<file path="config.mk">
export PLATFORM = sky130hd
export DESIGN_NAME = demux_8_1_buffered_flat
export DESIGN_NICKNAME = d
export VERILOG_FILES = /design/src/rtl/demux_8_1_buffered_if.sv /design/src/rtl/demux_8_1_buffered.sv /design/src/flat_wrapper.sv
export SDC_FILE = /design/constraint.sdc
export NUM_CORES = 1
export LEC_CHECK = 0
export BUFFER_PORTS_ARGS = -buffer_cell sky130_fd_sc_hd__buf_2
export CORE_ASPECT_RATIO = 0.6
export CORE_UTILIZATION = 30
export CTS_BUF_LIST = sky130_fd_sc_hd__clkbuf_2
export CTS_CLUSTER_SIZE = 10
export DETAILED_ROUTE_END_ITERATION = 10
export PLACE_DENSITY = 0.57
export SLEW_MARGIN = 20
export SYNTH_ARGS = -nofsm -noshare
export SYNTH_HDL_FRONTEND = slang
export SYNTH_SLANG_ARGS = --single-unit
</file>
<file path="constraint.sdc">
create_clock -name clk -period 2.6 [get_ports clk]
set_input_delay 0.52 -clock clk [delete_from_list [all_inputs] [get_ports clk]]
set_output_delay 0.52 -clock clk [all_outputs]
set_load 0.03 [all_outputs]
</file>
<file path="src/rtl/demux_8_1_buffered_if.sv">
// Handshake bundle for demux_8_1_buffered: one routed input stream and two
// buffered output ports (A selected by S=1, B by S=0).
interface demux_8_1_buffered_if #(
   parameter int WIDTH = 8,
   parameter int DEPTH = 2
);
   localparam int CW = $clog2(DEPTH + 1);

   logic [WIDTH-1:0] in_value;
   logic             in_valid;
   logic             S;
   logic             in_ready;

   logic [WIDTH-1:0] A_value;
   logic             A_valid;
   logic             A_ready;
   logic [CW-1:0]    A_count;

   logic [WIDTH-1:0] B_value;
   logic             B_valid;
   logic             B_ready;
   logic [CW-1:0]    B_count;

   modport master (
      output in_value, in_valid, S, A_ready, B_ready,
      input  in_ready, A_value, A_valid, A_count, B_value, B_valid, B_count
   );

   modport slave (
      input  in_value, in_valid, S, A_ready, B_ready,
      output in_ready, A_value, A_valid, A_count, B_value, B_valid, B_count
   );
endinterface

</file>
<file path="src/rtl/demux_8_1_buffered.sv">
// Buffered 1-to-2 byte demultiplexer: S steers each accepted byte into the A
// (S=1) or B (S=0) FIFO; each FIFO drains through its own valid/ready port.
module demux_8_1_buffered #(
   parameter int WIDTH = 8,
   parameter int DEPTH = 2
) (
   input logic                 clk,
   input logic                 reset,
   demux_8_1_buffered_if.slave bus
);
   localparam int CW = $clog2(DEPTH + 1);
   localparam int PW = (DEPTH > 1) ? $clog2(DEPTH) : 1;
   localparam logic [CW-1:0] FULL_CNT = CW'(DEPTH);
   localparam logic [PW-1:0] LAST_PTR = PW'(DEPTH - 1);

   // Index 0 is port A, index 1 is port B.
   logic [WIDTH-1:0] mem_r    [2][DEPTH];
   logic [PW-1:0]    wr_ptr_r [2];
   logic [PW-1:0]    rd_ptr_r [2];
   logic [CW-1:0]    count_r  [2];
   logic             push_s   [2];
   logic             pop_s    [2];
   logic             ready_s;

   function automatic logic [PW-1:0] ptr_next(input logic [PW-1:0] p);
      if (p == LAST_PTR) begin
         return {PW{1'b0}};
      end else begin
         return p + PW'(1);
      end
   endfunction

   // Fullness is judged on the registered count only, so a same-cycle pop never frees a slot.
   always_comb begin
      ready_s   = bus.S ? (count_r[0] < FULL_CNT) : (count_r[1] < FULL_CNT);
      push_s[0] = bus.in_valid & ready_s & bus.S;
      push_s[1] = bus.in_valid & ready_s & ~bus.S;
      pop_s[0]  = (count_r[0] != {CW{1'b0}}) & bus.A_ready;
      pop_s[1]  = (count_r[1] != {CW{1'b0}}) & bus.B_ready;
   end

   assign bus.in_ready = ready_s;
   assign bus.A_valid  = (count_r[0] != {CW{1'b0}});
   assign bus.B_valid  = (count_r[1] != {CW{1'b0}});
   assign bus.A_value  = bus.A_valid ? mem_r[0][rd_ptr_r[0]] : {WIDTH{1'b0}};
   assign bus.B_value  = bus.B_valid ? mem_r[1][rd_ptr_r[1]] : {WIDTH{1'b0}};
   assign bus.A_count  = count_r[0];
   assign bus.B_count  = count_r[1];

   // Pointer and occupancy state for both FIFOs.
   always_ff @(posedge clk) begin
      if (reset) begin
         for (int p = 0; p < 2; p++) begin
            wr_ptr_r[p] <= {PW{1'b0}};
            rd_ptr_r[p] <= {PW{1'b0}};
            count_r[p]  <= {CW{1'b0}};
         end
      end else begin
         for (int p = 0; p < 2; p++) begin
            if (push_s[p]) begin
               wr_ptr_r[p] <= ptr_next(wr_ptr_r[p]);
            end else begin
               wr_ptr_r[p] <= wr_ptr_r[p];
            end
            if (pop_s[p]) begin
               rd_ptr_r[p] <= ptr_next(rd_ptr_r[p]);
            end else begin
               rd_ptr_r[p] <= rd_ptr_r[p];
            end
            case ({push_s[p], pop_s[p]})
               2'b10:   count_r[p] <= count_r[p] + CW'(1);
               2'b01:   count_r[p] <= count_r[p] - CW'(1);
               default: count_r[p] <= count_r[p];
            endcase
         end
      end
   end

   // Storage needs no reset: a slot is only visible once its count covers it.
   always_ff @(posedge clk) begin
      for (int p = 0; p < 2; p++) begin
         if (!reset && push_s[p]) begin
            mem_r[p][wr_ptr_r[p]] <= bus.in_value;
         end
      end
   end
endmodule

</file>
<file path="src/flat_wrapper.sv">
// flat-port wrapper written by rule: the top's interface ports become plain ports
module demux_8_1_buffered_flat 
#(
   parameter int WIDTH = 8,
   parameter int DEPTH = 2
)
  (clk, reset, bus_in_value, bus_in_valid, bus_S, bus_A_ready, bus_B_ready, bus_in_ready, bus_A_value, bus_A_valid, bus_A_count, bus_B_value, bus_B_valid, bus_B_count);
  demux_8_1_buffered_if #(.WIDTH(WIDTH), .DEPTH(DEPTH)) bus_i ();
  input logic clk;
  input logic reset;
  input wire logic [$bits(bus_i.in_value)-1:0] bus_in_value;
  input wire logic [$bits(bus_i.in_valid)-1:0] bus_in_valid;
  input wire logic [$bits(bus_i.S)-1:0] bus_S;
  input wire logic [$bits(bus_i.A_ready)-1:0] bus_A_ready;
  input wire logic [$bits(bus_i.B_ready)-1:0] bus_B_ready;
  output wire logic [$bits(bus_i.in_ready)-1:0] bus_in_ready;
  output wire logic [$bits(bus_i.A_value)-1:0] bus_A_value;
  output wire logic [$bits(bus_i.A_valid)-1:0] bus_A_valid;
  output wire logic [$bits(bus_i.A_count)-1:0] bus_A_count;
  output wire logic [$bits(bus_i.B_value)-1:0] bus_B_value;
  output wire logic [$bits(bus_i.B_valid)-1:0] bus_B_valid;
  output wire logic [$bits(bus_i.B_count)-1:0] bus_B_count;
  assign bus_i.in_value = bus_in_value;
  assign bus_i.in_valid = bus_in_valid;
  assign bus_i.S = bus_S;
  assign bus_i.A_ready = bus_A_ready;
  assign bus_i.B_ready = bus_B_ready;
  assign bus_in_ready = bus_i.in_ready;
  assign bus_A_value = bus_i.A_value;
  assign bus_A_valid = bus_i.A_valid;
  assign bus_A_count = bus_i.A_count;
  assign bus_B_value = bus_i.B_value;
  assign bus_B_valid = bus_i.B_valid;
  assign bus_B_count = bus_i.B_count;
  demux_8_1_buffered #(.WIDTH(WIDTH), .DEPTH(DEPTH)) u_core (.clk(clk), .reset(reset), .bus(bus_i));
endmodule
</file>
==> metrics <==
reg2reg end=u_core.count_r[1][1]; path depth of the worst reg2reg path=4; area leader, netlist=edfxtp_1; Core Area=between 5000 and 6000 sq um; crit path to=bus_B_value[6]; DRT antenna net count=0; Mapped Avg Cell Area=between 10 and 15 sq um; Critical Path Start=u_core.count_r[1][0]; Routed WL=~3300 um; synthesis-stage register bit count=40; cts hold-fix bufs=0; io pins=37; slowest CP cell=edfxtp_1; post-synth top area share=just under 70%; Gates resized, CTS repair=0; sw power=~510 uW; DP Area=between 2000 and 2500 sq um; CTS Buffer Depth=2; reg2reg start=u_core.count_r[1][1]; drt wl/cell=around 13 um; die width=100 um; initial antenna violation count=0; Simple-Gate Fraction of Synth Area=11.4%; first-pass GRT wire length=between 5000 and 6000 um; Tot GR Track Use=between 10% and 20%; Final Slew Violations=0; max cap viols=0; sequential power share=50.4%; Async SR Flop Fraction=0%; sw frac=roughly a third; sequential area share after synthesis=a little under 70%; post-route setup TNS=0 ns; most frequent cells in the layout=edfxtp_1 (40), buf_2 (36), nor2_1 (25); CP Data Arrival Time=~1.6 ns; Slew Limit Headroom=between 60% and 70%; Post-Synthesis Cells=about 120; layout cells sized above 1=between 30 and 40%; Synth Area in Adders=3.59%; Pleak=0.000868 uW; Final Skew=about 0.022 ns; synth unique cells=20; H-tree lvl count=2; Die ar.=slightly above 6000 sq um; CP Max Fanout=9; cell area after layout=about 2100 sq um; Main synth FF type=edfxtp_1; CTS tree=built; vias in the first global route=between 1,000 and 1,500; TritonRoute pass-1 iters=4; # Post-CTS Setup Buffers=0; initial core utilization=slightly above 30%; final hold viol count=0; worst reg-to-reg setup slack=around 0.53 ns; Post-synth EDFFs=40; Crit path largest cell delay=approximately 0.42 ns; Synth Warn #=0; WP data required=between 2 and 2.5 ns; worst slew pin tran=0.529 ns; CP Capture Type=primary output; commonest non-fill, non-tap cell in the layout=edfxtp_1; HPWL after DPL=2480 um; Die Ht=61.1 um; CP Launch Type=flip-flop; Comb pwr share=26.4%; routed via count=around 1,000; GR Overflow Total=0; Hold Path Class=primary input to flip-flop; residual DRC count=0; Worst-Skew Late Latency=between 0.3 and 0.4 ns; fill cell count=570; clk root buf=clkbuf_2; Mapped Nets=roughly 140; mapped cell area=approximately 1700 sq um; largest net degree at the start of global routing=20; Power Internal=~1100 uW; status=finished clean; PwrDens=743 nW/um^2; placer congestion estimate=0.768; DRT iter0 DRCs=46; Area contributors post-synth=edfxtp_1 (69%), mux2i_1 (9.8%), nor2_1 (5.4%); final net count=around 180; Std-Cell Rows=21; fin crit period=about 2.1 ns; WS Path Type=flip-flop to primary output; unrepaired setup endpoints after global routing=false; total CTS buffers=5; via/cell ratio=4.25; # diodes=0; Syn-to-layout area delta=20.7%; fin crit share=between 80% and 90%; # clock sinks=40; Worst-path clk slew=around 0.22 ns; xor/xnor share of the synthesized area=1.29%; final setup fails=0; fmax=between 400 and 500 MHz; proportion of synthesized area in mux cells=under 10%; port buffer count=36; complex-gate fraction of the synthesized area=1.51%; CP Cell Sequence=inv_1, ha_1, buf_4, nor2_1, buf_2; Peak VDD IR=about 0.25 mV; Clk network pwr share=a little under a quarter; largest family of logic cells by synthesized area=simple AND/OR/NAND/NOR gates
## metal layers
layer | track usage [%] | wire length (um) | up-vias
met4 | 1.86 | 0 | 0
met3 | 4.65 | 193 | 0
met2 | 17.6 | 1410 | 29
met1 | 16.7 | 1710 | 500
li1 | - | - | 517
met5 | 0 | 0 | -
## synth_stat cells, types with 2 or more instances
cell      number
nor3_1         4
clkbuf_1       3
buf_2          2
nor2_1        25
nor3b_1        2
edfxtp_1      40
mux2i_1       17
inv_1          8
o21bai_1       2
nand2b_1       5
ha_1           5
## registers in the layout (all words and copies together) (netlist names)
name and flops:
u_core.count_r 4, u_core.mem_r 32, u_core.wr_ptr_r 2, u_core.rd_ptr_r 2
## stage by stage
stage | instances | worst slack, ns | util (%) | total power [uW] | hold slack (ns)
6_report | 246 | 0.482 | 37.6 | 1560 | 0.353
5_1_grt | 246 | 0.311 | 37.6 | 1640 | 0.297
4_1_cts | 246 | 0.423 | 37.6 | 1580 | 0.318
3_5_place_dp | 238 | 0.387 | 36.4 | 1220 | 0.579
3_3_place_gp | 238 | 0.446 | 36.4 | 1210 | 0.558
2_1_floorplan | 122 | 0.344 | - | 1090 | 0.539
## layout make-up
type	instances	area (sq um)	share of cell area (%)
sequential	40	1200	57.1
multi-input combinational	68	480	22.8
timing repair buffer	42	225	10.7
tap	80	100	4.76
clock inverter	3	42.5	2.02
inverter	8	30.0	1.43
clock buffer	5	25.0	1.19
## power groups by stage
stage          combinational [uW]  clock, uW  sequential, uW
3_3_place_gp                  408          0             801
2_1_floorplan                 279          0             807
5_1_grt                       444        406             794
3_5_place_dp                  415          0             804
4_1_cts                       417        379             789
6_report                      412        363             788
## how the worst min path moves through the flow
| stage | from | endpoint | slack (ns) | cells after the start |
|---|---|---|---|---|
| 2_1_floorplan | u_core.wr_ptr_r[0] | u_core.wr_ptr_r[0] | 0.54 | 1 |
| 3_3_place_gp | u_core.wr_ptr_r[0] | u_core.wr_ptr_r[0] | 0.56 | 1 |
| 3_5_place_dp | u_core.wr_ptr_r[0] | u_core.wr_ptr_r[0] | 0.58 | 1 |
| 4_1_cts | bus_in_value[3] | u_core.mem_r[0][11] | 0.32 | 1 |
| 5_1_grt | bus_in_value[3] | u_core.mem_r[0][11] | 0.30 | 1 |
| 6_report | bus_in_value[3] | u_core.mem_r[0][11] | 0.35 | 1 |
## kinds of logic (layout without fill, tap and decap cells)
| kind of cell | Yosys count | in the layout |
|---|---|---|
| muxes | 17 | 17 |
| AOI/OAI and AO/OA | 4 | 4 |
| xor gates and xnor gates | 1 | 1 |
| adders and majority gates | 5 | 5 |
| DFF | 40 | 40 |
| buffers and inverters | 14 | 58 |
| and+or+nand+nor | 41 | 41 |
## worst max-delay path: cells and delay by family, from the launching register on
kind	cells	cell delay, ns
AND/OR/NAND/NOR	1	0.13
buffers and inverters	3	0.45
adder cells (fa/ha/maj)	1	0.21
flip-flops	1	0.42
Note: power is estimated with default switching activity, not from simulation.
